[config.mk]
export PLATFORM = sky130hd
export DESIGN_NAME = updown_monitor
export DESIGN_NICKNAME = d
export VERILOG_FILES = /design/src/rtl/updown_monitor.sv
export SDC_FILE = /design/constraint.sdc
export NUM_CORES = 1
export LEC_CHECK = 0
export ABC_AREA = 1
export CORE_MARGIN = 2
export CORE_UTILIZATION = 52
export CTS_BUF_LIST = sky130_fd_sc_hd__clkbuf_16
export CTS_CLUSTER_DIAMETER = 60
export CTS_CLUSTER_SIZE = 40
export DETAILED_ROUTE_END_ITERATION = 10
export PLACE_DENSITY = 0.84
export RECOVER_POWER = 25
export SETUP_SLACK_MARGIN = 0.05
export SLEW_MARGIN = 30
export SYNTH_ARGS = -nofsm -noshare
export SYNTH_HDL_FRONTEND = slang
export SYNTH_SLANG_ARGS = --single-unit
[constraint.sdc]
create_clock -name clk -period 2.2 [get_ports clk]
set_clock_uncertainty 0.1 [all_clocks]
set_input_delay 0.33 -clock clk [delete_from_list [all_inputs] [get_ports clk]]
set_output_delay 0.33 -clock clk [all_outputs]
set_load 0.02 [all_outputs]
[src/rtl/updown_monitor.sv]
// Sequence monitor for a 3-bit up/down counter.
// Checks every step against the applied direction, counts net wraps, and latches the first violation.
module updown_monitor #(
    parameter int DATA_W = 3
) (
    input  logic              clk,
    input  logic              reset,
    input  logic              en,
    input  logic              clr,
    input  logic              u,
    input  logic [DATA_W-1:0] cnt,
    output logic [1:0]        state,
    output logic              wrap_up,
    output logic              wrap_dn,
    output logic signed [7:0] laps,
    output logic              err,
    output logic [DATA_W-1:0] bad_val,
    output logic [DATA_W-1:0] exp_val
);

    typedef enum logic [1:0] {
        IDLE  = 2'b00,
        ARM   = 2'b01,
        TRACK = 2'b10,
        ERROR = 2'b11
    } state_t;

    localparam logic signed [7:0] LAPS_MAX = 8'sh7F;
    localparam logic signed [7:0] LAPS_MIN = 8'sh80;

    state_t            fsm;
    logic [DATA_W-1:0] cnt_q;
    logic              u_q;
    logic [DATA_W-1:0] exp_next;
    logic              step_ok;
    logic              is_wrap_up;
    logic              is_wrap_dn;

    // Saturating +/-1 on the signed lap counter; never wraps around.
    function automatic logic signed [7:0] laps_step(input logic signed [7:0] cur,
                                                    input logic up);
        if (up)
            return (cur == LAPS_MAX) ? cur : cur + 8'sd1;
        else
            return (cur == LAPS_MIN) ? cur : cur - 8'sd1;
    endfunction

    assign state      = fsm;
    assign exp_next   = u_q ? cnt_q + DATA_W'(1) : cnt_q - DATA_W'(1);
    assign step_ok    = (cnt == exp_next);
    assign is_wrap_up = u_q  && (cnt_q == '1) && (cnt == '0);
    assign is_wrap_dn = !u_q && (cnt_q == '0) && (cnt == '1);

    always_ff @(posedge clk or negedge reset) begin
        if (!reset) begin
            fsm     <= IDLE;
            cnt_q   <= '0;
            u_q     <= 1'b0;
            wrap_up <= 1'b0;
            wrap_dn <= 1'b0;
            laps    <= '0;
            err     <= 1'b0;
            bad_val <= '0;
            exp_val <= '0;
        end else begin
            cnt_q   <= cnt;
            u_q     <= u;
            wrap_up <= 1'b0;
            wrap_dn <= 1'b0;
            // clr outranks enable, violations and wraps seen on the same sample
            if (clr) begin
                fsm     <= IDLE;
                laps    <= '0;
                err     <= 1'b0;
                bad_val <= '0;
                exp_val <= '0;
            end else begin
                case (fsm)
                    IDLE:  if (en) fsm <= ARM;
                    ARM:   fsm <= en ? TRACK : IDLE;
                    TRACK: begin
                        if (!en) begin
                            fsm <= IDLE;
                        end else if (!step_ok) begin
                            fsm     <= ERROR;
                            err     <= 1'b1;
                            bad_val <= cnt;
                            exp_val <= exp_next;
                        end else if (is_wrap_up) begin
                            wrap_up <= 1'b1;
                            laps    <= laps_step(laps, 1'b1);
                        end else if (is_wrap_dn) begin
                            wrap_dn <= 1'b1;
                            laps    <= laps_step(laps, 1'b0);
                        end
                    end
                    ERROR: fsm <= ERROR;
                endcase
            end
        end
    end

endmodule

==> out/summary.md <==
- crit-path cells: inv_1, fa_1, or2_0, nand4_1, inv_1, nand3_4, inv_2, nand2_4, nand3_1, nand2_1
- Worst Setup Slack, final: 199.6 ps
- count of endpoints failing setup in the final report: 0
- area of the die: 3442 sq um
- Min Clock Period, post-route: 2000 ps
- Slew @ Worst Pin: 1199 ps
- RD Place Congestion: 0.9504
- final hold violation count: 0
- setup slack at placement: -249.4 ps
- NumNets Final: 278
- vias after detailed routing: 1,509
- Worst Reg2Reg Path Length in Cells: 10
- arrival time of data at the critical path endpoint: 2050 ps
- Worst Hold Endpoint: cnt_q[1]
- share of layout cells above drive strength 1: 0.1686
- total routed wirelength: 3547 um
- share of async-settable or async-resettable flops after synthesis: 1.000
- flops & latches, synth: 23
- Die Y: 58.67 um
- top cells by area, synth: sky130_fd_sc_hd__dfrtp_1 (37%), sky130_fd_sc_hd__nand2_1 (14%), sky130_fd_sc_hd__nand3_1 (9.7%)
- Die Wd: 58.67 um
- DR pass1 iterations: 7
- standard cell core area: 2805 sq um
- failing checks: design-rule violations
- area added between synthesis and finish: 35.75%
- Max-Slew Margin vs Limit: 0.2004
- estimated wirelength of the detail-placed design: 2514 um
- distinct cell type count after synthesis: 25
- mean number of vias per cell: 5.168
- Critical Setup Path Class: reg -> reg
- # fillers: 201
- Lkg Pwr: 1.089 nW
- mean instance size in the synthesized netlist: 7.128 sq um
- total of max-cap violations: 0
- RSZ-0062 raised after global routing: no
- cell type group with the largest total delay on the critical path: adder cells
- Port Buf Inserts: 26
- clock slew at reported path FFs: 60 ps
- Max Root-Sink Buffers: 2
- Main synth FF type: sky130_fd_sc_hd__dfrtp_1
- maximum number of pins on one net before global-route repair: 24
- Inserted Clock Buffers: 3
- depth of the CTS H-tree: 1
- number of hold buffers added after cts: 0
- category of the worst setup path launch point: register
- start point of the worst hold path: cnt[1]
- Top cell by count, worst path: sky130_fd_sc_hd__inv_1
- Critical path buffers and inverters: 3
- number of global-route vias before repair: 1,374
- Final Hold Slack: 305.6 ps
- number of synthesized flops with an enable pin: 0
- io pins: 27
- clock tree from TritonCTS: built
- number of sinks on the clock net: 23
- post-synthesis instance total: 218
- part of the cycle the worst path needs: 0.9093
- reg-to-reg critical path endpoint: laps[4]
- Finished Cell Area: 2110 sq um
- number of max-slew violations in the final report: 0
- number of rows in the core area: 19
- power density over cell area: 453.3 nW/um^2
- sequential share of the synthesized area: 0.3704
- Syn Nets: 234
- Post-Route Setup TNS: 0 ps
- All-Layer GR Usage: 0.2172
- antenna violations before repair: 0
- upper clock frequency limit: 0.4999 GHz
- cell count along the critical path: 10
- IR drop worst, VDD: 0.0003083 V
- category of the worst setup path capture point: register
- starting utilization of the core area: 0.5540
- area used by multi-input combinational logic: 923.4 sq um
- area fraction of the dominant cell type after synthesis: 0.3704
- antenna cells: 0
- Total Power: 0.9563 mW
- number of DRC markers in iteration 0: 71
- first-pass GRT wire length: 5754 um
- Routed Antenna Nets: 0
- number of instances on the worst hold path: 2
- Remaining Overflow, GRT: 0
- maximum fanout count along the critical path: 8
- cell with the largest stage delay on the worst path: sky130_fd_sc_hd__fa_1
- FF/Latch Area: 575.6 sq um
- type of the most critical hold path: in -> reg
- setup slack, reg-to-reg: 200 ps
- outcome: finished with violations
- Post-Place Cell Area: 1956 sq um
- number of remaining DRC errors: 4
- area leader, netlist: sky130_fd_sc_hd__dfrtp_1
- warning count from the yosys run: 0
- CP required: 2250 ps
- largest incremental delay on the critical path: 590 ps
- root cell of the clock tree: sky130_fd_sc_hd__clkbuf_16
- WL per Instance: 12.15 um
- setup fix buffers added after clock tree synthesis: 0
- insertion delay of the later-clocked pin in the worst-skew pair: 250 ps
- Syn Std Cell Area: 1554 sq um
- critical register-to-register path startpoint: cnt_q[0]
[worst reg2reg max path, cell delays in order, from the launching register on]
cell	delay [ps]
sky130_fd_sc_hd__dfrtp_1	340
sky130_fd_sc_hd__inv_1	70
sky130_fd_sc_hd__fa_1	590
sky130_fd_sc_hd__or2_0	120
sky130_fd_sc_hd__nand4_1	70
sky130_fd_sc_hd__inv_1	100
sky130_fd_sc_hd__nand3_4	130
sky130_fd_sc_hd__inv_2	110
sky130_fd_sc_hd__nand2_4	90
sky130_fd_sc_hd__nand3_1	100
sky130_fd_sc_hd__nand2_1	50
[cell usage after synthesis, types with 2 or more instances]
cell type	n
sky130_fd_sc_hd__nand2_1	59
sky130_fd_sc_hd__inv_1	30
sky130_fd_sc_hd__nand3_1	30
sky130_fd_sc_hd__nor2_1	26
sky130_fd_sc_hd__dfrtp_1	23
sky130_fd_sc_hd__a21oi_1	6
sky130_fd_sc_hd__ha_1	6
sky130_fd_sc_hd__nand2_2	6
sky130_fd_sc_hd__o21ai_0	5
sky130_fd_sc_hd__nand4_1	4
sky130_fd_sc_hd__inv_2	3
sky130_fd_sc_hd__nor2_2	3
sky130_fd_sc_hd__buf_2	2
sky130_fd_sc_hd__fa_1	2
sky130_fd_sc_hd__o21ai_1	2
sky130_fd_sc_hd__xor2_1	2
[worst max path at each step]
stage | slack, ps | to | start
floorplan | 290 | laps[7] | u_q
global placement | -190 | laps[7] | cnt[0]
detailed placement | -250 | laps[7] | cnt[0]
CTS | 60 | laps[7] | cnt[0]
global route | 80 | laps[5] | cnt[2]
finish | 200 | laps[4] | cnt_q[0]
[registers in the layout, indices dropped and copies added (netlist names)]
| name | flops |
|---|---|
| bad_val | 3 |
| cnt_q | 3 |
| err | 1 |
| exp_val | 3 |
| laps | 8 |
| state | 2 |
| u_q | 1 |
| wrap_dn | 1 |
| wrap_up | 1 |
[cell usage in the layout, fill, tap and decap left out, drive strengths merged]
cell type	synthesis	final
nand3	31	31
ha	6	6
buf	2	13
or2	1	1
dfrtp	23	23
clkbuf	0	5
nand2	66	66
nand3b	1	1
nor2	31	31
nor3	1	1
a21oi	6	6
xor2	2	2
clkdlybuf4s25	0	1
clkinv	0	1
fa	2	2
dlymetal6s2s	0	1
nand4	4	4
inv	33	33
o21ai	8	8
xnor2	1	1
clkdlybuf4s50	0	22
dlygate4sd3	0	2
[metal layers]
metal,vias up,wire length (um),global-route usage,share of wire
li1,774,-,-,-
met1,700,1711,0.3155,0.48
met2,31,1684,0.3371,0.47
met3,4,117,0.02637,0.033
met4,0,34,0.07468,0.0096
met5,-,0,0,0
[logic make-up (layout without fill, tap and decap cells)]
kind of cell | after synthesis | count (layout) | share of synthesized area
AOI/OAI and AO/OA | 14 | 14 | 0.04750
xor gates and xnor gates | 3 | 3 | 0.01691
adders and majority gates | 8 | 8 | 0.07407
buffers and inverters | 35 | 78 | 0.08615
DFF | 23 | 23 | 0.3704
and+or+nand+nor | 135 | 135 | 0.4050
[report_power, final]
group | leakage (nW) | total (mW) | switching [mW] | internal, mW
sequential | 0.310 | 0.441 | 0.00833 | 0.433
clock | 0.0409 | 0.389 | 0.145 | 0.244
combinational | 0.738 | 0.127 | 0.0766 | 0.0500
total | 1.09 | 0.956 | 0.229 | 0.727
[cell type report]
type	instances	area share
multi-input combinational	160	0.4377
sequential	23	0.2728
timing repair buffer	41	0.1744
inverter	33	0.05872
clock buffer	3	0.03559
tap	31	0.01839
clock inverter	1	0.002372
[per-stage QoR]
stage	util	std cells
5_1_grt	0.7520	292
3_5_place_dp	0.6971	288
3_3_place_gp	0.6971	288
2_1_floorplan	-	218
4_1_cts	0.7302	292
6_report	0.7520	292
[what timing repair did]
item                                    in CTS  in global routing
resized for setup                            1                 12
pin swaps                                    0                  3
endpoints found under the setup margin       2                  5
Note: power is estimated with default switching activity, not from simulation.
